**src/rtl/mux_ctrl_rr_pkg.sv**
```systemverilog
// Shared constants and state encoding for the crossbar output-mux controller.
package mux_ctrl_rr_pkg;

  localparam int PORT_NUB_TOTAL      = 4;
  localparam int ARB_MODE_FIXED      = 0;
  localparam int ARB_MODE_RR         = 1;
  localparam int MUXCTRL_TIMEOUT_DEF = 16;

  typedef enum logic {
    ST_IDLE = 1'b0,
    ST_BUSY = 1'b1
  } arb_state_e;

endpackage

```
**src/rtl/mux_ctrl_rr_arb.sv**
```systemverilog
// One output channel: source pick, packet lock, round-robin pointer and stall timeout.
module mux_ctrl_rr_arb
  import mux_ctrl_rr_pkg::*;
#(
  parameter int PORT_NUB  = PORT_NUB_TOTAL,
  parameter int WIDTH_SEL = (PORT_NUB > 1) ? $clog2(PORT_NUB) : 1,
  parameter int ARB_MODE  = ARB_MODE_RR,
  parameter int LOCK_EN   = 1,
  parameter int TIMEOUT   = MUXCTRL_TIMEOUT_DEF
) (
  input  logic                 clk,
  input  logic                 rst_n,
  input  logic [PORT_NUB-1:0]  vld,
  input  logic [PORT_NUB-1:0]  last,
  output logic                 wr_en,
  output logic [WIDTH_SEL-1:0] sel,
  output logic [PORT_NUB-1:0]  gnt,
  output logic                 busy,
  output logic                 timeout_err
);

  localparam int                 CW       = (TIMEOUT > 1) ? $clog2(TIMEOUT) : 1;
  localparam logic [CW-1:0]      CNT_MAX  = CW'((TIMEOUT > 0) ? TIMEOUT - 1 : 0);
  localparam logic [WIDTH_SEL-1:0] LAST_IDX = WIDTH_SEL'(PORT_NUB - 1);

  arb_state_e           state, state_nxt;
  logic [WIDTH_SEL-1:0] owner, owner_nxt, ptr, ptr_nxt;
  logic [WIDTH_SEL-1:0] pick, lo, winner;
  logic [CW-1:0]        cnt, cnt_nxt;
  logic                 terr_nxt, hit, take, rel;

  // Wrap is modulo PORT_NUB, which need not be a power of two.
  function automatic logic [WIDTH_SEL-1:0] wrap_inc(input logic [WIDTH_SEL-1:0] x);
    return (x == LAST_IDX) ? '0 : x + 1'b1;
  endfunction

  // Round-robin: lowest valid index >= ptr, else lowest valid overall (the wrap).
  always_comb begin
    pick = '0;
    lo   = '0;
    hit  = 1'b0;
    if (ARB_MODE == ARB_MODE_FIXED) begin
      for (int j = 0; j < PORT_NUB; j++)
        if (vld[j]) pick = WIDTH_SEL'(j);
    end else begin
      for (int j = PORT_NUB - 1; j >= 0; j--) begin
        if (vld[j]) begin
          lo = WIDTH_SEL'(j);
          if (WIDTH_SEL'(j) >= ptr) begin
            pick = WIDTH_SEL'(j);
            hit  = 1'b1;
          end
        end
      end
      if (!hit) pick = lo;
    end
  end

  assign winner = (state == ST_BUSY) ? owner : pick;
  assign take   = vld[winner];
  assign busy   = (state == ST_BUSY);

  // Data-path controls are combinational and forced low while reset is held.
  always_comb begin
    wr_en       = rst_n & take;
    sel         = rst_n ? winner : '0;
    gnt         = '0;
    gnt[winner] = wr_en;
  end

  always_comb begin
    state_nxt = state;
    owner_nxt = owner;
    ptr_nxt   = ptr;
    cnt_nxt   = cnt;
    terr_nxt  = 1'b0;
    rel       = 1'b0;
    case (state)
      ST_IDLE: begin
        if (take) begin
          if ((LOCK_EN != 0) && !last[winner]) begin
            state_nxt = ST_BUSY;
            owner_nxt = winner;
            cnt_nxt   = '0;
          end else begin
            rel = 1'b1;
          end
        end
      end
      ST_BUSY: begin
        if (take) begin
          cnt_nxt = '0;
          if (last[winner]) begin
            state_nxt = ST_IDLE;
            rel       = 1'b1;
          end
        end else if ((TIMEOUT != 0) && (cnt == CNT_MAX)) begin
          state_nxt = ST_IDLE;
          terr_nxt  = 1'b1;
          cnt_nxt   = '0;
          if (ARB_MODE == ARB_MODE_RR) ptr_nxt = wrap_inc(owner);
        end else if (TIMEOUT != 0) begin
          cnt_nxt = cnt + 1'b1;
        end
      end
      default: state_nxt = ST_IDLE;
    endcase
    if (rel && (ARB_MODE == ARB_MODE_RR)) ptr_nxt = wrap_inc(winner);
  end

  always_ff @(posedge clk or negedge rst_n) begin
    if (!rst_n) begin
      state       <= ST_IDLE;
      owner       <= '0;
      ptr         <= '0;
      cnt         <= '0;
      timeout_err <= 1'b0;
    end else begin
      state       <= state_nxt;
      owner       <= owner_nxt;
      ptr         <= ptr_nxt;
      cnt         <= cnt_nxt;
      timeout_err <= terr_nxt;
    end
  end

endmodule

```
**src/rtl/mux_ctrl_rr.sv**
```systemverilog
// Crossbar output-mux controller: one independent arbiter per output port.
module mux_ctrl_rr
  import mux_ctrl_rr_pkg::*;
#(
  parameter int PORT_NUB  = PORT_NUB_TOTAL,
  parameter int WIDTH_SEL = (PORT_NUB > 1) ? $clog2(PORT_NUB) : 1,
  parameter int ARB_MODE  = ARB_MODE_RR,
  parameter int LOCK_EN   = 1,
  parameter int TIMEOUT   = MUXCTRL_TIMEOUT_DEF
) (
  input  logic                          clk,
  input  logic                          rst_n,
  input  logic [PORT_NUB*PORT_NUB-1:0]  port_vaild,
  input  logic [PORT_NUB-1:0]           port_last,
  output logic [PORT_NUB-1:0]           wr_en_out,
  output logic [PORT_NUB*WIDTH_SEL-1:0] mux_sel,
  output logic [PORT_NUB*PORT_NUB-1:0]  grant,
  output logic [PORT_NUB-1:0]           out_busy,
  output logic [PORT_NUB-1:0]           timeout_err
);

  // Row i of each matrix belongs to output i; column j to input j.
  logic [PORT_NUB-1:0][PORT_NUB-1:0]  vld_mat, gnt_mat;
  logic [PORT_NUB-1:0][WIDTH_SEL-1:0] sel_mat;

  assign vld_mat = port_vaild;
  assign grant   = gnt_mat;
  assign mux_sel = sel_mat;

  generate
    for (genvar i = 0; i < PORT_NUB; i++) begin : g_out
      mux_ctrl_rr_arb #(
        .PORT_NUB (PORT_NUB),
        .WIDTH_SEL(WIDTH_SEL),
        .ARB_MODE (ARB_MODE),
        .LOCK_EN  (LOCK_EN),
        .TIMEOUT  (TIMEOUT)
      ) u_arb (
        .clk        (clk),
        .rst_n      (rst_n),
        .vld        (vld_mat[i]),
        .last       (port_last),
        .wr_en      (wr_en_out[i]),
        .sel        (sel_mat[i]),
        .gnt        (gnt_mat[i]),
        .busy       (out_busy[i]),
        .timeout_err(timeout_err[i])
      );
    end
  endgenerate

endmodule

```
**config.mk**
```make
export PLATFORM = sky130hd
export DESIGN_NAME = mux_ctrl_rr
export DESIGN_NICKNAME = d
export VERILOG_FILES = /design/src/rtl/mux_ctrl_rr_pkg.sv /design/src/rtl/mux_ctrl_rr_arb.sv /design/src/rtl/mux_ctrl_rr.sv
export SDC_FILE = /design/constraint.sdc
export NUM_CORES = 1
export LEC_CHECK = 0
export CAP_MARGIN = 5
export CORE_UTILIZATION = 55
export CTS_BUF_LIST = sky130_fd_sc_hd__clkbuf_8
export DETAILED_ROUTE_END_ITERATION = 7
export HOLD_SLACK_MARGIN = 0.03
export PLACE_DENSITY = 0.89
export SLEW_MARGIN = 20
export SYNTH_ARGS = -nofsm -noshare
export SYNTH_HDL_FRONTEND = slang
export SYNTH_SLANG_ARGS = --single-unit
```
**constraint.sdc**
```tcl
create_clock -name clk -period 6.06 [get_ports clk]
set_input_delay 1.212 -clock clk [delete_from_list [all_inputs] [get_ports clk]]
set_output_delay 1.212 -clock clk [all_outputs]
set_load 0.03 [all_outputs]
```
==> results.md, run 1 <==
* Synth Flop Type: dfrtp_1
* Hold path depth at 1
* Drt pass-1 iters at 5
* Sequential share of the synthesized area at 0.293
* Clk_skew at 11.9 ps
* Slowest-stage cell, CP: clkdlybuf4s50_1
* Reg2Reg Launch Point: g_out[0].u_arb.busy$_DFF_PN0_
* NumNets Final at 472
* CP endpoint kind: primary output
* Yosys warns at 0
* Post-Syn Area at 3410 um2
* Chip height at 80.8 um
* Grt ovf at 0
* Post-synth EDFFs at 0
* GP Congestion at 0.916
* CP most frequent cell: clkdlybuf4s50_1
* Tot Pwr at 2150 uW
* Htree depth at 2
* Starting Density at 0.573
* Core Box Area at 5960 um2
* R2R depth at 6
* Largest net degree at the start of global routing at 50
* CTS buffer count at 5
* Routed Antenna Nets at 0
* Status: finished clean
* Standard-cell row count at 28
* Post-DP HPWL at 5960 um
* CTS Hold Bufs at 0
* Hold Path End: g_out[2].u_arb.cnt[3]$_DFFE_PN0P_
* Setup Buffers After CTS at 0
* Final Critical Period at 5460 ps
* Die area at 6530 um2
* Vias in the first global route at 2889
* Relative slew slack at 0.583
* Root buf cell: clkbuf_8
* Initial antenna violation count at 0
* Die Wd at 80.8 um
* Syn Inst Count at 383
* Drt total wl at 8040 um
* Worst reg2reg endpoint: g_out[0].u_arb.owner[1]$_DFFE_PN0P_
* Footprint of the multi-input gates at 2140 um2
* Synth Net Count at 429
* Seq cells post-synth at 40
* Design Area, Final at 4040 um2
* Max-slew violations at 0
* Post-CTS resize count at 0
* CP Buf/Inv Count at 2
* Post-synth ARST share at 1.00
* Yosys cell types at 69
* Syn_area_per_cell at 8.92 um2
* Final Setup Violations at 0
* Hold Fails Final Rpt at 0
* Min-delay worst type: reg -> reg
* DR iter-0 viols at 169
* RSZ-0062 raised after global routing: no
* Part of the cycle the worst path needs at 0.901
* Max-cap viol count at 0
* CP max stage delay at 680 ps
* R2R Setup Slk at 3260 ps
* CTS max path bufs at 2
* Area delta synth->final at 18.4%
* Top routing layer used: met4
* Post-DP Area at 3930 um2
* Drt drc at 0
* Min-delay src: g_out[2].u_arb.cnt[3]$_DFFE_PN0P_
* Maximum clock frequency at 0.183 GHz
* Diodes inserted at 0
* Crit path max-delay family: compound AO/OA/AOI/OAI gates
* Global-route wire length before repair at 13200 um
* Layout cells sized above 1 at 0.0984
* I/O pins at 58
* Met2 WL post-DR at 3920 um
* Worst path arrival time at 4250 ps
* Startpoint Class: input port
* Clock Pin Slew Worst Setup and Hold Paths at 90 ps
* Port Buffers at 57
* Setup TNS after final layout at 0 ps
* Wirelength per Cell at 16.0 um
* Vias at 3056
* FF+latch area at 1000 um2
* Latest clock arrival within the worst-skew pair at 300 ps
* Worst-Margin Slew at 625 ps
* Fill cell count at 485
* WS Path Type: in -> out
* CTS tree: built
* Finished Core Util at 0.679
* Avg Vias per Cell at 6.09
* Overall Global Routing Usage at 0.261
* Met3 Wirelength at 420 um
* Worst-path fanout max at 7
* Peak VDD IR at 0.286 mV
* Cell area power density at 533 nW/um2
* CTS Sinks at 40
* Pleak at 0.00187 uW
* M1 WL at 3550 um
* CP cell instances: clkdlybuf4s50_1 > mux2_1 > o221a_2 > o41a_1 > o21ai_1 > o211ai_1 > a21oi_2 > and2_1 > clkdlybuf4s50_1
* Crit path required time at 4850 ps
-- kinds of logic after synthesis --
family | after synthesis | synth area share
AO/OA/AOI/OAI | 108 | 0.233
adder cells (fa/ha/maj) | 24 | 0.0879
buffers and inverters | 55 | 0.0806
flip-flops | 40 | 0.293
multiplexers | 37 | 0.121
AND/OR/NAND/NOR | 119 | 0.185
-- where the power goes --
part	switching (uW)	internal [uW]	total [uW]
clock	100	122	222
sequential	150	363	513
combinational	823	595	1420
-- per-stage QoR --
stage,hold slack (ps),setup slack (ps),std cells
after global routing,567,370,502
after CTS,547,620,502
after floorplan,471,1860,383
after detailed placement,527,638,494
after global placement,492,666,494
final,542,600,502
-- registers in the layout, summed over array words and instances (netlist names) --
signal                   flops
g_out.u_arb.timeout_err      4
g_out.u_arb.owner            8
g_out.u_arb.ptr              8
g_out.u_arb.cnt             16
g_out.u_arb.busy             4
-- worst max path at each step --
stage	startpoint	end	slack, ps	depth (start not counted)
floorplan	port_vaild[9]	grant[11]	1860	8
global placement	port_vaild[9]	grant[11]	670	9
detailed placement	port_vaild[9]	grant[11]	640	9
CTS	port_vaild[9]	grant[11]	620	9
global route	port_vaild[6]	grant[6]	370	8
finish	port_vaild[13]	grant[15]	600	9
-- cell type report --
cell class              count  area share
multi-input cells         288       0.529
repair buffers             58       0.142
inverters                  33      0.0307
clock buffers               5      0.0170
well taps                  75      0.0232
flip-flops and latches     40       0.248
clock inverters             3      0.0105
-- layer usage --
| metal | vias to the layer above | track usage |
|---|---|---|
| met1 | 1431 | 0.331 |
| met3 | 22 | 0.0528 |
| li1 | 1481 | - |
| met2 | 122 | 0.446 |
| met5 | - | 0 |
| met4 | 0 | 0.0839 |
-- worst reg2reg max path, stage by stage, from the launching register on --
cell     delay [ps]
dfrtp_1         540
inv_1           240
nor2_1          120
o31ai_2         530
mux4_2          690
nor3_2          210
mux2_2          360
-- layout by cell type, fill, tap and decap left out, types with 11 or more instances in the layout --
cell type,n
a21oi_1,19
nand3_1,12
ha_1,24
mux2_2,14
and2_1,12
clkdlybuf4s50_1,56
dfrtp_1,40
nand2_1,17
o21ai_0,16
nor2_1,33
and3_1,11
inv_1,32
mux2i_1,19
-- synthesized netlist by cell type, drive strengths merged, types with 3 or more instances --
cell	instances	area share
nor2	33	0.036
clkbuf	3	0.0062
inv	32	0.035
buf	19	0.038
nor3	4	0.0073
a21oi	21	0.033
nand4b	4	0.010
nand2	17	0.019
ha	24	0.088
nand2b	8	0.015
and2	12	0.022
o22ai	3	0.0055
a22o	4	0.010
dfrtp	40	0.29
a31oi	4	0.0073
and3	12	0.022
mux2i	19	0.056
nor3b	3	0.0066
o21ai	19	0.028
o211ai	10	0.023
nor4	3	0.0073
a21boi	4	0.0088
nor2b	3	0.0055
a221oi	4	0.012
a21o	8	0.018
mux2	17	0.058
a211oi	3	0.0066
o31ai	9	0.023
nand3	12	0.018
(Power assumes the default switching activity.)
==> run 2: changes to the inputs <==
Settings changed: CORE_MARGIN from default to 2, CORE_UTILIZATION 55 to 60, PLACE_DENSITY 0.89 to 0.95.
==> results.md, run 2 (synthesized netlist as in run 1, its figures left out) <==
* Overall Global Routing Usage at 0.266
* WS Path Type: in -> out
* Vias at 3090
* Global-route wire length before repair at 13400 um
* Initial antenna violation count at 0
* Grt ovf at 0
* Clock Pin Slew Worst Setup and Hold Paths at 70 ps
* Core Box Area at 5510 um2
* Status: finished clean
* GP Congestion at 0.957
* Chip height at 79.4 um
* Wirelength per Cell at 16.3 um
* Clk_skew at 5.69 ps
* Finished Core Util at 0.732
* Latest clock arrival within the worst-skew pair at 290 ps
* Avg Vias per Cell at 6.19
* Die area at 6310 um2
* Crit path required time at 4850 ps
* Drt total wl at 8120 um
* CP endpoint kind: primary output
* Maximum clock frequency at 0.181 GHz
* Pleak at 0.00187 uW
* CTS tree: built
* CTS buffer count at 5
* CTS Hold Bufs at 0
* Worst path arrival time at 4320 ps
* I/O pins at 58
* Routed Antenna Nets at 0
* Commonest non-fill, non-tap cell in the layout: clkdlybuf4s50_1
* Drt drc at 0
* Min-delay worst type: reg -> reg
* Hold Fails Final Rpt at 0
* Largest register FFs at 16
* Max-slew violations at 0
* Worst-Margin Slew at 681 ps
* Cell area power density at 531 nW/um2
* Drt pass-1 iters at 6
* Final Critical Period at 5530 ps
* FF+latch area at 1000 um2
* Standard-cell row count at 27
* Final Setup Violations at 0
* Footprint of the multi-input gates at 2140 um2
* Root buf cell: clkbuf_8
* Fill cell count at 394
* DR iter-0 viols at 153
* Largest net degree at the start of global routing at 50
* Port Buffers at 57
* Area delta synth->final at 18.0%
* Layout cells sized above 1 at 0.0984
* NumNets Final at 473
* Setup Buffers After CTS at 0
* Setup TNS after final layout at 0 ps
* Worst-path fanout max at 16
* Part of the cycle the worst path needs at 0.913
* RSZ-0062 raised after global routing: no
* Startpoint Class: input port
* Htree depth at 2
* Commonest cells after routing, fill and taps aside: 56 x clkdlybuf4s50_1, 40 x dfrtp_1, 33 x nor2_1
* CTS max path bufs at 2
* Relative slew slack at 0.543
* CTS Sinks at 40
* Diodes inserted at 0
* Reg with most FFs: g_out.u_arb.cnt
* Die Wd at 79.4 um
* Largest registers: g_out.u_arb.cnt: 16 flops, g_out.u_arb.owner: 8 flops, g_out.u_arb.ptr: 8 flops
* Post-DP HPWL at 5970 um
* Post-CTS resize count at 0
* Starting Density at 0.620
* Max-cap viol count at 0
* Vias in the first global route at 2923
* Peak VDD IR at 0.323 mV
run 2: final cells by class:
class / instances / area share
multi-input cells: 288 / 0.531
well taps: 72 / 0.0224
repair buffers: 59 / 0.144
flip-flops and latches: 40 / 0.248
clock buffers: 7 / 0.0239
inverters: 33 / 0.0307
run 2: where the power goes:
part / leakage, uW / internal (uW) / total, uW / switching [uW]
sequential: 0.000510 / 363 / 516 / 152
combinational: 0.00131 / 604 / 1430 / 831
clock: 0.0000503 / 101 / 189 / 87.8
total: 0.00187 / 1070 / 2140 / 1070
run 2: worst max-delay path: stages:
cell	delay, ps
clkdlybuf4s50_1	540
nand2b_1	100
a221oi_1	510
o31ai_2	240
a221oi_1	290
a21o_1	440
nor2_1	170
and2_1	200
clkdlybuf4s50_1	600
run 2: routing by layer:
layer	global-route usage	routed length (um)
met1	0.350	3480
met2	0.457	4040
met3	0.0452	526
met4	0.0621	75
met5	0	0
run 2: path summary, 6_finish.rpt:
kind | start | endpoint | slack (ps) | depth (start not counted)
worst max-delay path | port_vaild[0] | grant[1] | 530 | 9
worst min-delay path | g_out[2].u_arb.cnt[3]$_DFFE_PN0P_ | g_out[2].u_arb.cnt[3]$_DFFE_PN0P_ | 520 | 1
worst max register to register | g_out[0].u_arb.busy$_DFF_PN0_ | g_out[0].u_arb.owner[1]$_DFFE_PN0P_ | 3220 | 6
worst min register to register | g_out[2].u_arb.cnt[3]$_DFFE_PN0P_ | g_out[2].u_arb.cnt[3]$_DFFE_PN0P_ | 520 | 1
max in group asynchronous | rst_n | g_out[1].u_arb.timeout_err$_DFF_PN0_ | 4670 | 2
min in group asynchronous | rst_n | g_out[0].u_arb.owner[1]$_DFFE_PN0P_ | 1010 | 2
run 2: metrics by stage:
step	instances	hold slack (ps)	total power (uW)	area, um2	setup WS (ps)
after floorplan	383	471	1590	3410	1860
after global placement	492	503	1880	3930	630
after detailed placement	492	505	1930	3930	573
after CTS	499	517	2130	4030	565
after global routing	499	547	2310	4030	356
final	499	518	2140	4030	526
==> run 3: changes to the inputs <==
Settings changed: CTS_CLUSTER_DIAMETER from default to 200.
==> results of run 3 <==
Same layout as run 2: the final DEF is identical, and so are final timing and power.
==> edit 1, RTL diff (config.mk and constraints of run 3) <==
The package constant `MUXCTRL_TIMEOUT_DEF` goes from 16 to 32.
--- a/src/rtl/mux_ctrl_rr_pkg.sv
+++ b/src/rtl/mux_ctrl_rr_pkg.sv
@@ -4,7 +4,7 @@
   localparam int PORT_NUB_TOTAL      = 4;
   localparam int ARB_MODE_FIXED      = 0;
   localparam int ARB_MODE_RR         = 1;
-  localparam int MUXCTRL_TIMEOUT_DEF = 16;
+  localparam int MUXCTRL_TIMEOUT_DEF = 32;
 
   typedef enum logic {
     ST_IDLE = 1'b0,
Formal check against the unedited RTL: no difference found for any inputs over 4 cycles, from zero or initial values and one cycle with rst_n low; that may be too few to reach the edited logic, so the function may still have changed.
==> edit 1 against run 3 <==
Area after synthesis increased by 15%; total power grew 2.8%; utilization fell by 1.9 points; synthesized cell count rose by 16%; routed wire length grew 13%; sequential share of layout area shrank 0.51 points; fmax decreased by 1.8%; worst setup slack got worse by 0.10 ns; sequential cell count is 4 higher; via count increased by 16%; design area up 12%.
==> edit 1: results (changes against run 3) <==
[cells_and_area]
reg_top3 = g_out.u_arb.cnt x20, g_out.u_arb.owner x8, g_out.u_arb.ptr x8
n_fill_cell = 475  ; +21%
nets = 536  ; +13%
clkCellAreaFrac_pct = 1.71  ; -0.68 points
multi_input_area_share_pct = 56.8  ; +3.7 points
multi_input_gates = 349  ; +21%
bufAreaShareNonClock_pct = 12.8  ; -1.6 points
seq_area_share_pct = 24.3  ; -0.51 points
diodes = 0  ; unchanged
drive_gt1_share_pct = 8.02  ; -1.8 points
inverters = 27  ; -18%
buffers = 59  ; unchanged

[timing]
tightest_slew_ns = 0.557  ; -0.124 ns
final.setup_skew_ns = 0.00576  ; +0.0000704 ns

[worst_hold_path]
min_from = g_out[3].u_arb.cnt[4]
holdPathEnd = g_out[3].u_arb.cnt[4]
holdPathStages = 1  ; unchanged

[setup_path]
r2r_start = g_out[2].u_arb.ptr[1]
timing.rr.end = g_out[2].u_arb.ptr[0]
setup.worst_path.start = port_vaild[11]
ff2ff_setup_slack_ns = 3.22  ; about the same
cpPeakStageDelay_ns = 0.71  ; +0.11 ns
worstPathArrival_ns = 4.42  ; +0.10 ns
critPathMaxFanout = 10  ; -6
r2r_cells = 7  ; +1
cp-endpoint = grant[10]
cp_top_family = buffers and inverters

[synthesis]
yosys-top-cells-area = dfrtp_1 28%, ha_1 8.9%, mux2i_1 4.6%
synth_fp_nets = 495  ; +15%
ys_ff_latch = 44  ; +10%
synth_compound_area_share_pct = 21.4  ; -1.9 points
synth.distinct_cells = 77  ; +12%
yosysWarnings = 0  ; unchanged
yosys.area_share.adder_pct = 8.93  ; +0.14 points
ys_seq_area_share_pct = 28.1  ; -1.2 points
synth_common_cells = 44 x dfrtp_1, 32 x nand2_1, 30 x nor2_1
synthMuxAreaShare_pct = 8.61  ; -3.4 points
syn_area_per_cell_um2 = 8.81  ; -1.1%

[placement]
dp.cells = 556  ; +13%
dpl.hpwl_um = 6870  ; +15%
routabilityCongestion = 0.891  ; -6.9%

[route]
drt_iter0_drc = 213  ; +39%
routed_via_density = 6.37  ; +2.8%
wl_um = 9150  ; +13%
num_vias = 3585  ; +16%
first_pass_iters = 4  ; -2

[global_routing]
antenna_found_initial = 0  ; unchanged
gr-usage-all-layers_pct = 25.9  ; -0.72 points
grt_pass1_vias = 3353  ; +15%
grt_pass1_wl_um = 15400  ; +14%
grt_max_degree = 33  ; -34%

[pwr]
ir_worst_vdd_v = 0.000324  ; +0.43%
p_leak_nw = 2.14  ; +14%

[clock_network]
cts.clk_slew.worst_paths_ns = 0.08

[outcome]
outcome = completed

[edit 1: report_power, final]
group	total [mW]	internal (mW)	switching (mW)
Clock	0.175	0.0768	0.0981
Combinational	1.45	0.631	0.823
Sequential	0.571	0.396	0.175
[edit 1: metrics by stage]
step / cell area, um2 / setup slack, ns / hold WS [ns] / util [%]
after global placement: 4450 / 0.548 / 0.484 / 70.0
after detailed placement: 4450 / 0.456 / 0.506 / 70.0
after global routing: 4530 / 0.272 / 0.534 / 71.3
final: 4530 / 0.424 / 0.516 / 71.3
after floorplan: 3920 / 1.81 / 0.470 / -
after CTS: 4530 / 0.426 / 0.514 / 71.3
[edit 1: metal layers]
metal	vias to the layer above	share of wire [%]	global-route usage [%]	wire length (um)
met3	21	6.5	4.18	593
met1	1708	42	33.9	3880
met5	-	0	0	0
met4	0	2.0	8.23	180
met2	146	49	44.0	4500
li1	1710	-	-	-
[edit 1: logic make-up after synthesis]
kind of cell | Yosys count
simple gates | 185
compound gates | 105
buf+inv | 52
flops | 44
mux | 31
fa+ha+maj | 28
==> edit 2, RTL diff (flow settings as in run 3) <==
Made on the original files. Make the reset (`rst_n`) synchronous in one clocked block.
--- a/src/rtl/mux_ctrl_rr_arb.sv
+++ b/src/rtl/mux_ctrl_rr_arb.sv
@@ -108,7 +108,7 @@
     if (rel && (ARB_MODE == ARB_MODE_RR)) ptr_nxt = wrap_inc(winner);
   end
 
-  always_ff @(posedge clk or negedge rst_n) begin
+  always_ff @(posedge clk) begin
     if (!rst_n) begin
       state       <= ST_IDLE;
       owner       <= '0;
Function: differs if rst_n is asserted again (counterexample within 4 cycles, from zero or initial values and one cycle with rst_n low); with rst_n held inactive, the same outputs for 4 cycles.
==> edit 2 against run 3 <==
Global-route usage increased by 1.7 points; total power decreased by 16%; sequential share of layout area decreased by 5.7 points; design area increased by 3.8%; area after synthesis increased by 4.0%; routed wire length increased by 12%; sequential cell count unchanged; worst setup slack got worse by 0.026 ns; critical endpoint is now grant[14].
==> edit 2: results (changes against run 3) <==
[synthesis]
synthFlopType = dfxtp_1
synth_fp_nets = 475  ; +11%
synthArstFlopShare_pct = 0  ; -100 points
ys_seq_area_share_pct = 22.6  ; -6.8 points
yosysWarnings = 0  ; unchanged
syn_inst = 429  ; +12%
synth.distinct_cells = 83  ; +20%
yosys-top-cells-area = dfxtp_1 23%, ha_1 8.5%, and3_1 3.9%
synth_common_cells = 40 x dfxtp_1, 30 x nand2_1, 30 x nor2_1

[cells_and_area]
diodes = 0  ; unchanged
n_fill_cell = 453  ; +15%
drive_gt1_share_pct = 9.19  ; -0.65 points
nets = 513  ; +8.5%
multi_input_area_share_pct = 59.8  ; +6.8 points
seq_area_share_pct = 19.1  ; -5.7 points
clkCellAreaFrac_pct = 2.57  ; +0.18 points
bufAreaShareNonClock_pct = 14.2  ; -0.23 points
clkbuf_count = 5  ; -2
buffers = 60  ; +1.7%
instances_no_fill = 543  ; +8.8%
seq_area_um2 = 801  ; -20%
largest_cell_class = multi-input combinational cells
reg_top3 = g_out.u_arb.cnt x16, g_out.u_arb.owner x8, g_out.u_arb.ptr x8
multi_input_gates = 337  ; +17%
inverters = 23  ; -30%

[route]
drt-met1-wl_um = 3900  ; +12%
num_vias = 3510  ; +14%
top_layer = met4
met3WireLength_um = 590  ; +12%
wl_per_cell_um = 16.7  ; +2.5%
drt_iter0_drc = 228  ; +49%
met2RoutedLength_um = 4430  ; +9.7%
first_pass_iters = 6  ; unchanged

[clock_network]
cts.clk_slew.worst_paths_ns = 0.07  ; about the same
clock_path_buffers = 2  ; unchanged
cts_setup_buffers = 0  ; unchanged
cts_resized = 0  ; unchanged
clock_latency_ns = 0.30

[setup_path]
critPathMaxFanout = 9  ; -7
worstPathArrival_ns = 4.35  ; +0.03 ns
cpPeakStageDelay_ns = 0.68  ; +0.08 ns
critPathSlowestCell = clkdlybuf4s50_1

[placement]
dpl.hpwl_um = 6550  ; +9.7%
post-place-ws_ns = 0.547  ; -0.0259 ns
dpl-instance-area_mm2 = 0.00408  ; +3.6%
portBuffers = 57  ; unchanged
routabilityCongestion = 0.967  ; +0.99%

[outcome]
outcome = completed

[global_routing]
grt_pass1_vias = 3356  ; +15%
grt_pass1_wl_um = 15000  ; +12%
gr-usage-all-layers_pct = 28.3  ; +1.7 points
antenna_found_initial = 0  ; unchanged
grt_max_degree = 52  ; +4.0%

[pwr]
p_leak_nw = 1.62  ; -14%
ir_worst_vdd_v = 0.000271  ; -16%

[timing]
max_slew_margin_pct = 44.1  ; -10 points
final.setup_skew_ns = 0.00940  ; +0.00371 ns

[floorplanning]
num_rows = 28  ; +3.7%

==> edit 2: cell count changes after synthesis, sizes merged, moves of 9 or more <==
cell / run 3 / this run
and3: 12 / 22
dfrtp: 40 / 0
dfxtp: 0 / 40
inv: 32 / 23
mux2: 17 / 3
nand2: 17 / 30
==> edit 2: where the power goes <==
| part | internal [mW] | switching [mW] |
|---|---|---|
| registers | 0.324 | 0.114 |
| logic | 0.442 | 0.689 |
| clock network | 0.121 | 0.0979 |
| total | 0.886 | 0.900 |
==> edit 2: routing by layer <==
metal  track usage, %  vias up
met5                0        -
met4             12.2        0
met3             6.00       17
met2             47.2      148
met1             35.4     1662
li1                 -     1683
==> edit 2: logic make-up after synthesis <==
group / count (synthesis) / share of synthesized area, %
XOR/XNOR: 1 / 0.247
flip-flops: 40 / 22.6
multiplexers: 20 / 7.26
adder cells (fa/ha/maj): 24 / 8.46
AO/OA/AOI/OAI: 125 / 29.0
AND/OR/NAND/NOR: 167 / 25.5
buffers and inverters: 52 / 6.98
==> edit 2: worst max-delay path, delay by kind of cell <==
family | cells | cell delay, ns
AOI/OAI and AO/OA | 3 | 0.97
buffers and inverters | 3 | 1.33
and+or+nand+nor | 3 | 0.82
==> edit 2: worst paths after layout <==
path,to,slack [ns],startpoint,depth (start not counted)
hold reg to reg,g_out[0].u_arb.owner[1],0.48,g_out[0].u_arb.owner[1],2
setup reg to reg,g_out[3].u_arb.ptr[1],3.44,g_out[3].u_arb.ptr[1],8
setup / recovery,grant[14],0.50,port_vaild[14],9
hold / removal,g_out[0].u_arb.owner[1],0.48,g_out[0].u_arb.owner[1],2
==> edit 2: stage by stage <==
step                      hold slack (ns)  power, mW
after floorplan                     0.446       1.27
after global placement              0.458       1.51
after detailed placement            0.465       1.55
after CTS                           0.477       1.78
after global routing                0.505       1.92
final                               0.479       1.79
